[config.mk]
export PLATFORM = sky130hd
export DESIGN_NAME = seg7_digit_mux
export DESIGN_NICKNAME = d
export VERILOG_FILES = /design/src/rtl/seg7_digit_mux.sv
export SDC_FILE = /design/constraint.sdc
export NUM_CORES = 1
export LEC_CHECK = 0
export ABC_AREA = 1
export CAP_MARGIN = 10
export CORE_UTILIZATION = 50
export DETAILED_ROUTE_END_ITERATION = 16
export PLACE_DENSITY = 0.75
export SLEW_MARGIN = 5
export SYNTH_ARGS = -nofsm -noshare
export SYNTH_HDL_FRONTEND = slang
export SYNTH_SLANG_ARGS = --single-unit
export TNS_END_PERCENT = 50
[constraint.sdc]
create_clock -name clock -period 2.8 [get_ports clock]
set_input_delay 0.56 -clock clock [delete_from_list [all_inputs] [get_ports clock]]
set_output_delay 0.56 -clock clock [all_outputs]
set_load 0.03 [all_outputs]
[src/rtl/seg7_digit_mux.sv]
// Eight-digit multiplexed 7-segment driver with a double-buffered display value.
// A new value is staged in a pending register and committed only at a frame wrap.
module seg7_digit_mux #(
    parameter int COMMON_ANODE = 1
) (
    input  logic        clock,
    input  logic        reset,
    input  logic [2:0]  digit_sel,
    input  logic        load_valid,
    input  logic [31:0] load_data,
    input  logic [7:0]  load_dp,
    input  logic        blank_lz,
    output logic        load_ready,
    output logic [7:0]  an,
    output logic [6:0]  seg,
    output logic        dp,
    output logic        frame_start
);

    localparam logic [7:0] AN_POL  = (COMMON_ANODE != 0) ? 8'hFF : 8'h00;
    localparam logic [6:0] SEG_POL = (COMMON_ANODE != 0) ? 7'h7F : 7'h00;
    localparam logic       DP_POL  = (COMMON_ANODE != 0) ? 1'b1  : 1'b0;

    function automatic logic [6:0] seg_decode(input logic [3:0] nib);
        logic [6:0] pat;
        case (nib)
            4'h0:    pat = 7'h3F;
            4'h1:    pat = 7'h06;
            4'h2:    pat = 7'h5B;
            4'h3:    pat = 7'h4F;
            4'h4:    pat = 7'h66;
            4'h5:    pat = 7'h6D;
            4'h6:    pat = 7'h7D;
            4'h7:    pat = 7'h07;
            4'h8:    pat = 7'h7F;
            4'h9:    pat = 7'h6F;
            4'hA:    pat = 7'h77;
            4'hB:    pat = 7'h7C;
            4'hC:    pat = 7'h39;
            4'hD:    pat = 7'h5E;
            4'hE:    pat = 7'h79;
            4'hF:    pat = 7'h71;
            default: pat = 7'h00;
        endcase
        return pat;
    endfunction

    logic [31:0] active_data_r;
    logic [7:0]  active_dp_r;
    logic [31:0] pend_data_r;
    logic [7:0]  pend_dp_r;
    logic        pend_valid_r;
    logic [2:0]  prev_sel_r;
    logic        load_ready_r;
    logic        frame_start_r;
    logic [7:0]  an_r;
    logic [6:0]  seg_r;
    logic        dp_r;

    logic        wrap_s;
    logic        xfer_s;
    logic [31:0] active_data_nxt_s;
    logic [7:0]  active_dp_nxt_s;
    logic [31:0] pend_data_nxt_s;
    logic [7:0]  pend_dp_nxt_s;
    logic        pend_valid_nxt_s;
    logic        zero_run_s;
    logic [7:0]  blank_mask_s;
    logic [3:0]  sel_nib_s;
    logic [6:0]  seg_hi_s;
    logic [7:0]  an_hi_s;
    logic        dp_hi_s;

    // Frame-wrap detection, producer handshake and pending-to-active commit.
    always_comb begin
        wrap_s            = (prev_sel_r == 3'd7) && (digit_sel == 3'd0);
        xfer_s            = load_valid && load_ready_r;
        active_data_nxt_s = active_data_r;
        active_dp_nxt_s   = active_dp_r;
        pend_data_nxt_s   = pend_data_r;
        pend_dp_nxt_s     = pend_dp_r;
        pend_valid_nxt_s  = pend_valid_r;
        // load_ready is low whenever pending is full, so a commit and a
        // transfer can never coincide.
        if (wrap_s && pend_valid_r) begin
            active_data_nxt_s = pend_data_r;
            active_dp_nxt_s   = pend_dp_r;
            pend_valid_nxt_s  = 1'b0;
        end else if (xfer_s) begin
            pend_data_nxt_s  = load_data;
            pend_dp_nxt_s    = load_dp;
            pend_valid_nxt_s = 1'b1;
        end else begin
            pend_valid_nxt_s = pend_valid_r;
        end
    end

    // Leading-zero mask: digit k is blankable when nibbles k..7 are all zero.
    always_comb begin
        zero_run_s   = 1'b1;
        blank_mask_s = 8'h00;
        for (int k = 7; k >= 1; k--) begin
            zero_run_s      = zero_run_s & (active_data_nxt_s[4*k +: 4] == 4'h0);
            blank_mask_s[k] = zero_run_s;
        end
    end

    // Active-high digit drive; decodes from the post-commit value so a new
    // frame starts with the new value already on digit 0.
    always_comb begin
        sel_nib_s = active_data_nxt_s[{digit_sel, 2'b00} +: 4];
        an_hi_s   = 8'h01 << digit_sel;
        dp_hi_s   = active_dp_nxt_s[digit_sel];
        if (blank_lz && blank_mask_s[digit_sel]) begin
            seg_hi_s = 7'h00;
        end else begin
            seg_hi_s = seg_decode(sel_nib_s);
        end
    end

    // State and registered outputs.
    always_ff @(posedge clock) begin
        if (reset) begin
            active_data_r <= 32'h0000_0000;
            active_dp_r   <= 8'h00;
            pend_data_r   <= 32'h0000_0000;
            pend_dp_r     <= 8'h00;
            pend_valid_r  <= 1'b0;
            prev_sel_r    <= 3'd0;
            load_ready_r  <= 1'b0;
            frame_start_r <= 1'b0;
            an_r          <= AN_POL;
            seg_r         <= SEG_POL;
            dp_r          <= DP_POL;
        end else begin
            active_data_r <= active_data_nxt_s;
            active_dp_r   <= active_dp_nxt_s;
            pend_data_r   <= pend_data_nxt_s;
            pend_dp_r     <= pend_dp_nxt_s;
            pend_valid_r  <= pend_valid_nxt_s;
            prev_sel_r    <= digit_sel;
            load_ready_r  <= ~pend_valid_nxt_s;
            frame_start_r <= wrap_s;
            an_r          <= an_hi_s ^ AN_POL;
            seg_r         <= seg_hi_s ^ SEG_POL;
            dp_r          <= dp_hi_s ^ DP_POL;
        end
    end

    assign load_ready  = load_ready_r;
    assign frame_start = frame_start_r;
    assign an          = an_r;
    assign seg         = seg_r;
    assign dp          = dp_r;

endmodule

After elaboration in Yosys (flattened, before gate mapping)
Memories as Yosys holds them, arrays and structs flattened.
Index checks and enable logic that the tools add are counted.
W data, S select, Z words.
Storage, ports and cells
  register bits: 102
  bits in read-only memories: 112
  logic and storage cells: 49
  memories kept: 1
Cells by class
  $lt $le $gt $ge: 1
  equal/unequal tests: 1
  shifts and indexed selects: 2
  muxes and demuxes: 9
  bitwise logic cells: 11
  reductions and logical operators: 13
Memory list
  (name not given): depth 16, width 7, read ports 1, clocked after memory_dff 0, wr ports 0, line 26  | case (nib)
Operators with widths (count)
  $mux W32: 1
  $shiftx A32 B6 Y4: 1
  $logic_not A4 Y1: 7
  $mux W8: 1
  $not A8 Y8: 1
  $shl A1 B3 Y8 const A: 1
  $mux W7: 1
  $not A7 Y7: 1
  $and A1 B1 Y1: 6
  $bmux W1 S3: 2
  $logic_and A1 B1 Y1: 4
  $lt A3 B4 Y1 const B: 1
  $mux W1: 4
  $eq A3 B3 Y1 const B: 1
  $logic_not A3 Y1: 1
  $not A1 Y1: 3
  $reduce_and A2 Y1: 1

Longest topological paths before layout
  depth after elaboration: 16
  mapped depth: 18
  gate-level depth less buffers: 17

Worst setup path after synthesis
Ideal clock, no wire load.
  kind: input-to-reg
  from: in digit_sel[1]
  to: reg seg_r[3], in the netlist seg[3]
  setup time: 0.122 ns
  data arrival time: 2.200 ns
  setup slack: 0.478 ns
  cell stages on the path: 18
  buffers on the path: 1
  path through: nor2_4 > nand3_4 > nor2_8 > inv_2 > buf_4 > nand2_1 > nand2_1 > nand2_1 > nand2_1 > nor2_1 > nand2_1 > nand2_1 > inv_1 > ha_1 > nand3_1 > nand2_1 > nand2_1 > nand3_1
Between the ends
  longest elaborated chain between the ends: 16
  elaborated cells between the ends (all ways): 24
  classes of those cells: 1 x shift; 4 x mux; 7 x bitwise; 11 x reduce/logical; 1 x memory
RTL lines
  start, declared: line 8  | input logic [2:0] digit_sel,
  $logic_not A3 Y1: line 76  | wrap_s = (prev_sel_r == 3'd7) && (digit_sel == 3'd0);
  $logic_and A1 B1 Y1: line 76
  $logic_and A1 B1 Y1: line 85  | if (wrap_s && pend_valid_r) begin
  $mux W32: line 85
  $logic_not A4 Y1: line 103  | zero_run_s = zero_run_s & (active_data_nxt_s[4*k +: 4] == 4'h0);
  $and A1 B1 Y1 (6 in a row): line 103
  $bmux W1 S3: line 114  | if (blank_lz && blank_mask_s[digit_sel]) begin
  $mux W1 (implied by the code): line 114
  $logic_and A1 B1 Y1: line 114
  $mux W7 (*): line 114
  $not A7 Y7 (no line) (*)
  end signal, assigned: line 145  | seg_r <= seg_hi_s ^ SEG_POL;
  end, declared: line 57  | logic [6:0] seg_r;
Mark *: on every way between the ends. The rest lies on a longest branch, timed or not. The select of a mux whose other input is x is not followed.
A chain may end at the register's enable or synchronous reset.

Final worst setup path
  from: in digit_sel[2]
  to: reg seg_r[3], in the netlist seg[3]
The elaborated chain is that of the path after synthesis.

==> metrics.md <==
| Metric | Value |
|---|---|
| Run status | finished clean |
| Synth async-reset ratio | 0 |
| Crit end category | register |
| Total GRT Usage | 0.263 |
| Seq/Total Area, Yosys | 0.467 |
| Postcts setup bufs | 0 |
| Worst-Margin Slew | 387 ps |
| Initial DRC Count | 243 |
| Slowest-stage cell, CP | clkdlybuf4s50_1 |
| Fmax | 378 MHz |
| IO Port Bufs | 64 |
| Worst rel slew slack | 0.742 |
| Syn Nets | 671 |
| Post-Syn Instances | 618 |
| Via count | 4170 |
| Pre-CTS setup slack | -174 ps |
| Xor and xnor area share after synthesis | 0 |
| Core ar. | 8340 um2 |
| Yosys top cell area share | 0.467 |
| Worst stage delay on the critical path | 580 ps |
| Die area | 9120 um2 |
| Initial Utilization | 0.524 |
| CTS Buffer Depth | 2 |
| Min-delay worst type | register to register |
| Drt wl/cell | 13.3 um |
| Worst Skew | 15.1 ps |
| Post-synth EDFFs | 0 |
| Clock latency at the later pin of the worst-skew pair | 360 ps |
| CP max FO | 17 |
| Main synth FF type | dfxtp_1 |
| R2r endpoint | seg[3]$_SDFF_PP1_ |
| R2R cell count | 13 |
| GR Overflow Total | 0 |
| Drt pass-1 iters | 5 |
| Power Total | 2.74 mW |
| Mux contribution to synthesized area | 0 |
| Crit Path Class | primary input to register |
| Ranking of synthesized cells by area | dfxtp_1 47%, nand2_1 13%, nor2_1 7.6% |
| Largest net degree at the start of global routing | 69 |
| Max Slew Vio Count | 0 |
| Non-filler cells, final | 818 |
| Global-route wire length before repair | 18.2 mm |
| # fillers | 751 |
| Max H-tree Level | 3 |
| CP Launch Point | digit_sel[2] |
| IO Pins | 65 |
| Stages on worst setup path | 16 |
| Layout area overhead | 26.4% |
| Critical-path cell list | clkdlybuf4s50_1, inv_2, nand3_4, nor2_8, buf_12, nand2_1, o21ai_0, o21ai_0, inv_1, nand2_1, nand2_1, buf_4, ha_1, nand3_1, nand3_1, nand3_1 |
| Post-route clock period utilization | 0.945 |
| RSZ-0062 raised after global routing | no |
| Synth area leader | dfxtp_1 |
| Netlist cell types | 32 |
| Cell row count | 33 |
| CTS tree | built |
| Hold slack | 452 ps |
| Cells after DPL | 803 |
| Root Driver | clkbuf_8 |
| Worst Setup Slack, final | 154 ps |
| Antenna Cells | 0 |
| Post-route DRC violation count | 0 |
| Worst Setup EP | seg[3]$_SDFF_PP1_ |
| Warnings from Yosys | 0 |
| Largest family of logic cells by synthesized area | simple AND/OR/NAND/NOR gates |
| Fraction of layout instances using a drive strength above 1 | 0.112 |
| Post-Synth Simple-Gate Area | 0.279 |
| Clock Sinks | 102 |
| Max Cap Violations | 0 |
| Leakage power | 2.48 nW |
| Most common cell in the netlist | nand2_1 |
| Commonest cells in the synthesized netlist | 148 x nand2_1, 102 x dfxtp_1, 89 x nor2_1 |
| Worst path arrival time | 2900 ps |
| Die Wd | 95.5 um |
| Final GP Congestion | 0.914 |
| ANT nets after route | 0 |
| Fin. Hold Viols | 0 |
| Detailed Route WL | 10.9 mm |
| Minimum clock period | 2650 ps |
| Multi-input logic area | 1900 um2 |
| Post-DP HPWL | 8.16 mm |
| Synth Area in Compound Gates | 0.139 |
| R2r setup slk | 510 ps |
| Antenna violations before repair | 0 |
| Critical R2R Launch | prev_sel_r[2]$_SDFF_PP0_ |
| Vias in the first global route | 3997 |
| TritonCTS Buffers | 9 |
| Via/cell ratio | 5.10 |
| Maximum vdd ir drop | 0.236 mV |
| Startpoint Class | primary input |
| Synthesized area per cell | 7.08 um2 |
| FF+latch count, synth | 102 |
| Worst path required time | 3050 ps |
| Post-Syn Area | 4370 um2 |
| Power density over the cells | 495 nW/um2 |
| Final setup violation count | 0 |
| Final nets | 762 |
| Sequential cell area | 2040 um2 |
| Clock slew at reported path FFs | 100 ps |
| Post-Synth Adder-Cell Area | 0.0172 |
| Die Y | 95.5 um |
| Worst path buffer plus inverter count | 5 |
| Delay-heaviest family, CP | buffers and inverters |
## layout make-up
type / count / share of cell area
clock buffers: 10 / 0.0231
clock inverters: 5 / 0.00657
inverters: 75 / 0.0510
multi-input cells: 412 / 0.344
flip-flops and latches: 102 / 0.370
well taps: 105 / 0.0238
repair buffers: 109 / 0.182
## through the flow
step | util | setup TNS, ps | instance area [um2]
2_1_floorplan | - | 0 | 4370
3_3_place_gp | 0.643 | -522 | 5360
3_5_place_dp | 0.643 | -838 | 5360
4_1_cts | 0.662 | 0 | 5520
5_1_grt | 0.662 | 0 | 5530
6_report | 0.662 | 0 | 5530
## tightest hold or removal path, delay by kind of cell, from the launching register on
kind / cells / cell delay [ps]
buffers and inverters: 1 / 60
flip-flops: 1 / 310
AO/OA/AOI/OAI: 1 / 50
## cell families after synthesis
kind of cell | Yosys count
AOI/OAI and AO/OA | 115
and+or+nand+nor | 291
DFF | 102
buffers and inverters | 104
adders and majority gates | 6
## timing repair
item                       4_1_cts  5_1_grt
hold buffers                     0        0
gates resized for setup          0        1
setup endpoints to repair        0        1
## sequential cells by signal (all words and copies together), names as in the netlist
signal	cells
seg	7
an	8
load_ready	1
pend_valid_r	1
active_data_r	32
active_dp_r	8
frame_start	1
prev_sel_r	3
dp	1
pend_dp_r	8
pend_data_r	32
## per-layer routing
| metal | global-route usage | up-vias | routed length [um] |
|---|---|---|---|
| li1 | - | 2109 | - |
| met1 | 0.336 | 1915 | 4960 |
| met2 | 0.448 | 128 | 5140 |
| met3 | 0.0375 | 18 | 588 |
| met4 | 0.0995 | 0 | 217 |
| met5 | 0 | - | 0 |
## cell usage in the layout, fill, tap and decap left out, drive strengths merged, types with 2 or more instances in the layout
cell type / synthesis / final
dfxtp: 102 / 102
o21ai: 67 / 67
clkinv: 0 / 4
nand2: 153 / 153
nor2: 94 / 94
a21oi: 37 / 37
nand3: 41 / 41
clkbuf: 19 / 10
o21bai: 5 / 5
buf: 10 / 45
o21a: 2 / 2
ha: 6 / 6
clkdlybuf4s50: 0 / 64
inv: 75 / 76
## report_power, final
group	internal, mW	switching (mW)
combinational	0.164	0.208
clock	0.323	0.513
sequential	1.51	0.0193
total	2.00	0.740
## worst min-delay path by stage
stage / start / to / slack [ps] / cells after the start
after floorplan: pend_data_r[25]$_SDFFE_PP0P_ / pend_data_r[25]$_SDFFE_PP0P_ / 430 / 2
after global placement: pend_data_r[22]$_SDFFE_PP0P_ / pend_data_r[22]$_SDFFE_PP0P_ / 440 / 2
after detailed placement: pend_data_r[22]$_SDFFE_PP0P_ / pend_data_r[22]$_SDFFE_PP0P_ / 440 / 2
after CTS: pend_data_r[22]$_SDFFE_PP0P_ / pend_data_r[22]$_SDFFE_PP0P_ / 460 / 2
after global routing: pend_data_r[7]$_SDFFE_PP0P_ / pend_data_r[7]$_SDFFE_PP0P_ / 480 / 2
final: pend_data_r[22]$_SDFFE_PP0P_ / pend_data_r[22]$_SDFFE_PP0P_ / 450 / 2
Note: power is estimated with default switching activity, not from simulation.
